## src/rtl/ps2_pkg.sv

```systemverilog
// Shared PS/2 definitions for the mouse front end: transmit FSM states,
// host command bytes and frame construction.
package ps2_pkg;

  typedef enum logic [2:0] {
    IDLE,
    INHIBIT,
    SEND,
    ACK,
    RELEASE
  } ps2_state_e;

  localparam logic [7:0] CMD_RESET    = 8'hFF;
  localparam logic [7:0] CMD_ENABLE   = 8'hF4;
  localparam logic [7:0] CMD_SET_RATE = 8'hF3;

  // Index of the stop bit; bits 0..8 are data LSB-first followed by parity.
  localparam logic [3:0] STOP_BIT_IDX = 4'd9;

  // Host frame as shifted out LSB first: {stop, odd parity, data}.
  function automatic logic [9:0] make_frame(input logic [7:0] data);
    return {1'b1, ~^data, data};
  endfunction

endpackage

```

## src/rtl/ps2_line_sync.sv

```systemverilog
// Two-flop synchroniser for a raw PS/2 line, followed by a glitch filter that
// accepts a level change only after FILTER_CYCLES consecutive equal samples.
module ps2_line_sync #(
  parameter int FILTER_CYCLES = 8
) (
  input  logic clk,
  input  logic reset,
  input  logic line_in,
  output logic sync_out,
  output logic filt_out,
  output logic fall
);

  localparam int CNT_W = $clog2(FILTER_CYCLES) + 1;
  localparam logic [CNT_W-1:0] CNT_LAST = CNT_W'(FILTER_CYCLES - 1);

  logic             meta_q;
  logic             sync_q;
  logic             filt_q, filt_d;
  logic             fall_q, fall_d;
  logic [CNT_W-1:0] cnt_q, cnt_d;

  // NOTE: synchroniser and filter reset to 1, the idle level of an open-collector line.
  always_ff @(posedge clk or posedge reset) begin
    if (reset) begin
      meta_q <= 1'b1;
      sync_q <= 1'b1;
      filt_q <= 1'b1;
      fall_q <= 1'b0;
      cnt_q  <= '0;
    end else begin
      meta_q <= line_in;
      sync_q <= meta_q;
      filt_q <= filt_d;
      fall_q <= fall_d;
      cnt_q  <= cnt_d;
    end
  end

  // NOTE: every output of this block gets a default first, so no latch is inferred.
  always_comb begin
    filt_d = filt_q;
    fall_d = 1'b0;
    cnt_d  = '0;
    if (sync_q != filt_q) begin
      if (cnt_q == CNT_LAST) begin
        filt_d = sync_q;
        fall_d = ~sync_q;
      end else begin
        cnt_d = cnt_q + CNT_W'(1);
      end
    end
  end

  assign sync_out = sync_q;
  assign filt_out = filt_q;
  assign fall     = fall_q;

endmodule

```

## src/rtl/ps2_host_tx.sv

```systemverilog
// Host-to-device PS/2 transmitter: inhibits the bus, issues a request-to-send
// and shifts one command byte out on device-generated clock falls.
module ps2_host_tx
  import ps2_pkg::*;
#(
  parameter int INHIBIT_CYCLES = 10000,
  parameter int TIMEOUT_CYCLES = 2000000,
  parameter int FILTER_CYCLES  = 8
) (
  input  logic       clk,
  input  logic       reset,
  input  logic [7:0] tx_data,
  input  logic       tx_valid,
  output logic       tx_ready,
  input  logic       ps2_clk_in,
  input  logic       ps2_data_in,
  output logic       ps2_clk_oe,
  output logic       ps2_data_oe,
  output logic       busy,
  output logic       tx_done,
  output logic       tx_error
);

  localparam int INH_W = $clog2(INHIBIT_CYCLES) + 1;
  localparam int TO_W  = $clog2(TIMEOUT_CYCLES) + 1;
  localparam logic [INH_W-1:0] INH_LAST = INH_W'(INHIBIT_CYCLES - 1);
  localparam logic [TO_W-1:0]  TO_LAST  = TO_W'(TIMEOUT_CYCLES - 1);

  ps2_state_e       state_q, state_d;
  logic [9:0]       frame_q, frame_d;
  logic [3:0]       bit_cnt_q, bit_cnt_d;
  logic [INH_W-1:0] inh_cnt_q, inh_cnt_d;
  logic [TO_W-1:0]  to_cnt_q, to_cnt_d;
  logic             clk_oe_q, clk_oe_d;
  logic             data_oe_q, data_oe_d;
  logic             ack_ok_q, ack_ok_d;
  logic             done_q, done_d;
  logic             error_q, error_d;
  logic             data_meta_q, data_sync_q;

  logic clk_sync_unused;
  logic clk_filt;
  logic clk_fall;
  logic timeout;

  ps2_line_sync #(
    .FILTER_CYCLES(FILTER_CYCLES)
  ) u_clk_sync (
    .clk     (clk),
    .reset   (reset),
    .line_in (ps2_clk_in),
    .sync_out(clk_sync_unused),
    .filt_out(clk_filt),
    .fall    (clk_fall)
  );

  assign timeout = (to_cnt_q == TO_LAST);

  // NOTE: sequential state is assigned with <= only; the async reset drops both oe at once.
  always_ff @(posedge clk or posedge reset) begin
    if (reset) begin
      state_q     <= IDLE;
      frame_q     <= '0;
      bit_cnt_q   <= '0;
      inh_cnt_q   <= '0;
      to_cnt_q    <= '0;
      clk_oe_q    <= 1'b0;
      data_oe_q   <= 1'b0;
      ack_ok_q    <= 1'b0;
      done_q      <= 1'b0;
      error_q     <= 1'b0;
      data_meta_q <= 1'b1;
      data_sync_q <= 1'b1;
    end else begin
      state_q     <= state_d;
      frame_q     <= frame_d;
      bit_cnt_q   <= bit_cnt_d;
      inh_cnt_q   <= inh_cnt_d;
      to_cnt_q    <= to_cnt_d;
      clk_oe_q    <= clk_oe_d;
      data_oe_q   <= data_oe_d;
      ack_ok_q    <= ack_ok_d;
      done_q      <= done_d;
      error_q     <= error_d;
      data_meta_q <= ps2_data_in;
      data_sync_q <= data_meta_q;
    end
  end

  // Timeout outranks a clock fall in the same cycle.
  always_comb begin
    state_d = state_q;
    unique case (state_q)
      IDLE:    if (tx_valid) state_d = INHIBIT;
      INHIBIT: if (data_oe_q) state_d = SEND;
      SEND: begin
        if (timeout) state_d = IDLE;
        else if (clk_fall && bit_cnt_q == STOP_BIT_IDX) state_d = ACK;
      end
      ACK: begin
        if (timeout) state_d = IDLE;
        else if (clk_fall) state_d = RELEASE;
      end
      RELEASE: begin
        if (timeout) state_d = IDLE;
        else if (clk_filt && data_sync_q) state_d = IDLE;
      end
      default: state_d = IDLE;
    endcase
  end

  always_comb begin
    frame_d   = frame_q;
    bit_cnt_d = bit_cnt_q;
    inh_cnt_d = '0;
    to_cnt_d  = '0;
    clk_oe_d  = clk_oe_q;
    data_oe_d = data_oe_q;
    ack_ok_d  = ack_ok_q;
    done_d    = 1'b0;
    error_d   = 1'b0;
    unique case (state_q)
      IDLE: begin
        clk_oe_d  = 1'b0;
        data_oe_d = 1'b0;
        if (tx_valid) begin
          frame_d   = make_frame(tx_data);
          bit_cnt_d = '0;
          clk_oe_d  = 1'b1;
        end
      end
      // Clock held low for the inhibit time, then start bit, then clock released.
      INHIBIT: begin
        if (data_oe_q) clk_oe_d = 1'b0;
        else if (inh_cnt_q == INH_LAST) data_oe_d = 1'b1;
        else inh_cnt_d = inh_cnt_q + INH_W'(1);
      end
      SEND: begin
        to_cnt_d = to_cnt_q + TO_W'(1);
        if (timeout) begin
          clk_oe_d  = 1'b0;
          data_oe_d = 1'b0;
          error_d   = 1'b1;
        end else if (clk_fall) begin
          if (bit_cnt_q == STOP_BIT_IDX) begin
            data_oe_d = 1'b0;
          end else begin
            data_oe_d = ~frame_q[0];
            frame_d   = {1'b0, frame_q[9:1]};
            bit_cnt_d = bit_cnt_q + 4'd1;
          end
        end
      end
      ACK: begin
        to_cnt_d = to_cnt_q + TO_W'(1);
        if (timeout) begin
          clk_oe_d  = 1'b0;
          data_oe_d = 1'b0;
          error_d   = 1'b1;
        end else if (clk_fall) begin
          ack_ok_d = ~data_sync_q;
        end
      end
      RELEASE: begin
        to_cnt_d = to_cnt_q + TO_W'(1);
        if (timeout) begin
          clk_oe_d  = 1'b0;
          data_oe_d = 1'b0;
          error_d   = 1'b1;
        end else if (clk_filt && data_sync_q) begin
          done_d  = ack_ok_q;
          error_d = ~ack_ok_q;
        end
      end
      default: begin
        clk_oe_d  = 1'b0;
        data_oe_d = 1'b0;
      end
    endcase
  end

  assign tx_ready    = (state_q == IDLE);
  assign busy        = (state_q != IDLE);
  assign ps2_clk_oe  = clk_oe_q;
  assign ps2_data_oe = data_oe_q;
  assign tx_done     = done_q;
  assign tx_error    = error_q;

endmodule

```

## config.mk

```make
export PLATFORM = sky130hd
export DESIGN_NAME = ps2_host_tx
export DESIGN_NICKNAME = d
export VERILOG_FILES = /design/src/rtl/ps2_pkg.sv /design/src/rtl/ps2_line_sync.sv /design/src/rtl/ps2_host_tx.sv
export SDC_FILE = /design/constraint.sdc
export NUM_CORES = 1
export LEC_CHECK = 0
export CAP_MARGIN = 20
export CORE_MARGIN = 2
export CORE_UTILIZATION = 50
export DETAILED_ROUTE_END_ITERATION = 10
export GPL_ROUTABILITY_DRIVEN = 0
export HOLD_SLACK_MARGIN = 0.1
export PLACE_DENSITY = 0.69
export SKIP_CTS_REPAIR_TIMING = 1
export SLEW_MARGIN = 20
export SYNTH_ARGS = -nofsm -noshare
export SYNTH_HDL_FRONTEND = slang
export SYNTH_SLANG_ARGS = --single-unit
```

## constraint.sdc

```tcl
create_clock -name clk -period 2.9 [get_ports clk]
set_clock_uncertainty 0.05 [all_clocks]
set_input_delay 0.58 -clock clk [delete_from_list [all_inputs] [get_ports clk]]
set_output_delay 0.58 -clock clk [all_outputs]
set_load 0.03 [all_outputs]
```

-- After elaboration in Yosys (flattened, before gate mapping)
Cells that the tools add are included.
- muxes and demuxes: 44
- equal/unequal tests: 20
- add/subtract/negate cells: 4
- reductions and logical operators: 15
- bitwise gates (word level): 5
- operator list (cell ; count):
    15-bit 2-to-1 mux ; 3
    10-bit 2-to-1 mux ; 4
    3-bit 2-to-1 mux ; 8
    4-bit 2-to-1 mux ; 6
    22-bit by 1-bit adder with 22-bit output, second input constant ; 1
    22-bit by 21-bit == test with 1-bit output, second input constant ; 1
    22-bit 2-to-1 mux ; 1
    10-bit case mux with 2 select lines ; 1
    1-bit 2-to-1 mux ; 16
    15-bit by 1-bit adder with 15-bit output, second input constant ; 1
    15-bit by 14-bit == test with 1-bit output, second input constant ; 1
    3-bit case mux with 5 select lines ; 1
    5-bit AND reduction ; 2
    4-bit by 1-bit adder with 4-bit output, second input constant ; 2
    2-bit != test, second input constant ; 4
    4-bit case mux with 2 select lines ; 1
    8-bit XNOR reduction ; 1
    3-bit by 2-bit == test with 1-bit output, second input constant ; 2
    2-bit by 1-bit != test with 1-bit output, second input constant ; 3
    3-bit by 2-bit != test with 1-bit output, second input constant ; 2
    3-bit != test, second input constant ; 2
    1-bit case mux with 3 select lines ; 2
    2-bit AND reduction ; 3
    1-bit inverter ; 5
    other kinds (13) ; 15
- register bits after elaboration: 69
- output and inout bits: 6
- input bits: 13

-- Depth between registers and ports, before layout
- depth after elaboration: 5
- depth in mapped cells: 8
- gate-level depth less buffers: 7

-- Modules after synthesis
Synthesis repeated with hierarchy kept, for this count alone.
- cell total of the unflattened synthesis: 320
- area total of the unflattened synthesis: 3407.0 um2
- modules (own cells, without submodules) (module ; area each (um2) ; times used ; cells an instance):
    ps2_host_tx ; 3084.2 ; 1 ; 297
    ps2_line_sync ; 322.8 ; 1 ; 23

-- Worst setup path before layout
Ideal clock, no wire load.
- path kind: register to output
- start: reg state_q[0]
- end: out busy
- path buffers: 1
- cell stages (with the launch flop): 4
- arrival time: 1.771 ns
- setup slack: 0.499 ns
- data required time: 2.270 ns
- cell sequence: dfrtp_1 buf_4 nor3_1 inv_1
- word-level cells in the longest chain between the ends: 1
- ends and longest elaborated chain (item ; line ; text):
    from (decl) ; ps2_host_tx.sv:29 ; ps2_state_e state_q, state_d;
    from (signal assigned) ; ps2_host_tx.sv:75 ; state_q <= state_d;
    3-bit nonzero test ; ps2_host_tx.sv:183 ; assign busy = (state_q != IDLE);
    to (decl) ; ps2_host_tx.sv:19 ; output logic busy,
Every way passes these cells.

-- Final worst setup path
- start: reg state_q[0]
- end: out tx_ready
- word-level cells in the longest chain between the ends: 1
- ends and longest elaborated chain (item ; line ; text):
    3-bit logical NOT ; ps2_host_tx.sv:182 ; assign tx_ready = (state_q == IDLE);
    to (decl) ; ps2_host_tx.sv:14 ; output logic tx_ready,
Every way passes these cells.

==> metrics.txt <==
Final setup viols 0; number of global-route vias before repair 2311; Synth Register Bits 69; Slew Viols, Final 0; Hold Crit Class register to register; layout cells sized above 1 9.59%; synth cell count leaders 64 x dfrtp_1, 49 x nor2_1, 30 x xnor2_1, 28 x nand3_1, 16 x nand2_1; most frequent cell after synthesis dfrtp_1; Remaining DRCs 0; MaxCap Viol Count 0; clock sink count 69; Syn Std Cell Area 0.00337 mm^2; accumulated negative setup slack 0 ps; Skew-Pair Late Insertion Delay 330 ps; initial antenna violation count 0; outcome complete, no violations; CP Cell Sequence nor3_2, clkdlybuf4s50_1; slew margin rel. 62.4%; Via Count 2390; Synth area leaders dfrtp_1 48%, xnor2_1 7.8%, nor2_1 5.5%; endpoints failing hold 0; CP Class register to output port; Worst-Margin Slew 549 ps; syn_area_per_cell 10.0 um^2; Initial DRC Count 131; drt total wl 5880 um; Leak 1.65 nW; share of synthesized flip-flops with an asynchronous set or reset 100%; Die Area 0.00741 mm^2; global-route usage over all layers 17.8%; critical path's largest stage delay 740 ps; nature of the critical path startpoint register; Yosys warning count 0; H-Tree Depth 3; Peak supply drop 480 uV; Longest Clk Path Bufs 2; fin util 59.5%; worst path required time 2270 ps; pin count of the biggest net entering global routing 70; CP max-delay cell clkdlybuf4s50_1; DP HPWL 3980 um; CTS buffer count 9; row count 29; die height 86.1 um; Fillers 562; Hold Slack 306 ps; routed len/inst 13.3 um; WP buf/inv 1; area grow syn2layout 13.3%; first-pass GRT wire length 10600 um; Initial Util 52.5%; 1st-pass router iterations 4; clock tree from TritonCTS yes; I/O Pins 19; sequential share of the synthesized area 51.4%; clock-pin transition on the worst setup and hold timing paths 70 ps; fin crit period 2570 ps; period utilization 88.5%; RSZ-0062 raised after global routing no; cell family with most CP delay buffers and inverters; CP arrival 1940 ps; Port Buffers 18; crit end category output port; vias per cell 5.41; Routed Antenna Nets 0; core area 0.00642 mm^2; antenna cell count 0; total power 0.00183 W; GRT overflow 0; fmax 390 MHz; number of distinct library cells after synthesis 47; CTS root buf clkbuf_8; Yosys top cell area share 47.5%; PwrDens 479 mW/mm^2; die width 86.1 um; CP max FO 10; Synth Instances 337; count of nets after finishing 378; Yosys top cell by area dfrtp_1; prevailing post-synth register cell dfrtp_1; number of synthesized flops with an enable pin 0; synthesized net count 355
## final cells by class
| class | count | area (um^2) | area share [%] |
|---|---|---|---|
| multi-input combinational | 242 | 1530 | 40.1 |
| clock inverter | 4 | 23.8 | 0.623 |
| timing repair buffer | 24 | 238 | 6.23 |
| sequential | 69 | 1730 | 45.4 |
| clock buffer | 12 | 145 | 3.80 |
| tap | 77 | 96.3 | 2.52 |
| inverter | 14 | 52.6 | 1.38 |
## stage by stage
stage               instance area, um^2  instances  setup WS [ps]
floorplan                          3370        337            499
global placement                   3640        426            495
detailed placement                 3640        426            475
CTS                                3810        442            105
global route                       3820        442            220
finish                             3820        442            334
## cell families after synthesis
kind of cell	Yosys count	share of synthesized area (%)
flip-flops	69	51.4
adder cells (fa/ha/maj)	5	1.86
AO/OA/AOI/OAI	37	6.87
buffers and inverters	26	3.30
multiplexers	11	3.30
AND/OR/NAND/NOR	150	23.1
XOR/XNOR	39	10.1
## state kept, by name (all words and copies together) (netlist names)
signal               flops
frame_q                 10
u_clk_sync.fall          1
inh_cnt_q               15
u_clk_sync.sync_out      1
u_clk_sync.meta_q        1
ps2_clk_oe               1
tx_error                 1
u_clk_sync.filt_out      1
ack_ok_q                 1
bit_cnt_q                4
to_cnt_q                22
state_q                  3
data_meta_q              1
tx_done                  1
u_clk_sync.cnt_q         4
data_sync_q              1
ps2_data_oe              1
## per-layer routing
metal  wire length [um]  track usage, %  up-vias
li1                   -               -     1202
met1               2910            24.1     1146
met2               2760            28.7       36
met3                164            4.91        6
met4                 49            4.33        0
met5                  0               0        -
## worst register-to-register path: cells and delay by family (launching register included)
kind,cells,cell delay (ps)
AO/OA/AOI/OAI,2,470
AND/OR/NAND/NOR,3,780
flip-flops,1,410
adder cells (fa/ha/maj),1,250
## power by group
| group | leakage, nW | internal, W | switching (W) |
|---|---|---|---|
| Clock | 0.0901 | 0.000332 | 0.000343 |
| Combinational | 0.672 | 0.0000657 | 0.0000613 |
| Sequential | 0.890 | 0.00100 | 0.0000268 |
| Total | 1.65 | 0.00140 | 0.000431 |
## cells in the final DEF (no fill, tap or decap), types with 2 or more instances in the layout
master and instances:
a21oi_1 9, a221o_1 2, and2_1 4, and3_1 7
and4_1 2, buf_4 5, clkbuf_1 2, clkbuf_8 10
clkdlybuf4s50_1 18, clkinv_2 3, dfrtp_1 64, dfstp_2 5
ha_1 5, inv_1 13, mux2i_1 10, nand2_1 16
nand2b_1 2, nand3_1 28, nand3b_1 3, nand4_1 4
nor2_1 49, nor2b_1 4, nor3_1 7, nor3_2 3
nor3b_1 4, nor4_1 2, nor4b_1 2, o21ai_0 15
o22ai_1 2, o32ai_1 2, or3_1 7, xnor2_1 30
xor2_1 9
## final timing paths
path | slack, ps | cells after the start | to | startpoint
worst min register to register | 310 | 0 | data_sync_q$_DFF_PP1_ | data_meta_q$_DFF_PP1_
worst max-delay path | 330 | 2 | tx_ready | state_q[0]$_DFFE_PP0P_
min in group asynchronous | 610 | 3 | to_cnt_q[6]$_DFF_PP0_ | reset
worst max register to register | 810 | 6 | state_q[0]$_DFFE_PP0P_ | to_cnt_q[0]$_DFF_PP0_
max in group asynchronous | 1880 | 3 | u_clk_sync.sync_out$_DFF_PP1_ | reset
worst min-delay path | 310 | 0 | data_sync_q$_DFF_PP1_ | data_meta_q$_DFF_PP1_
Note: power is estimated with default switching activity, not from simulation.
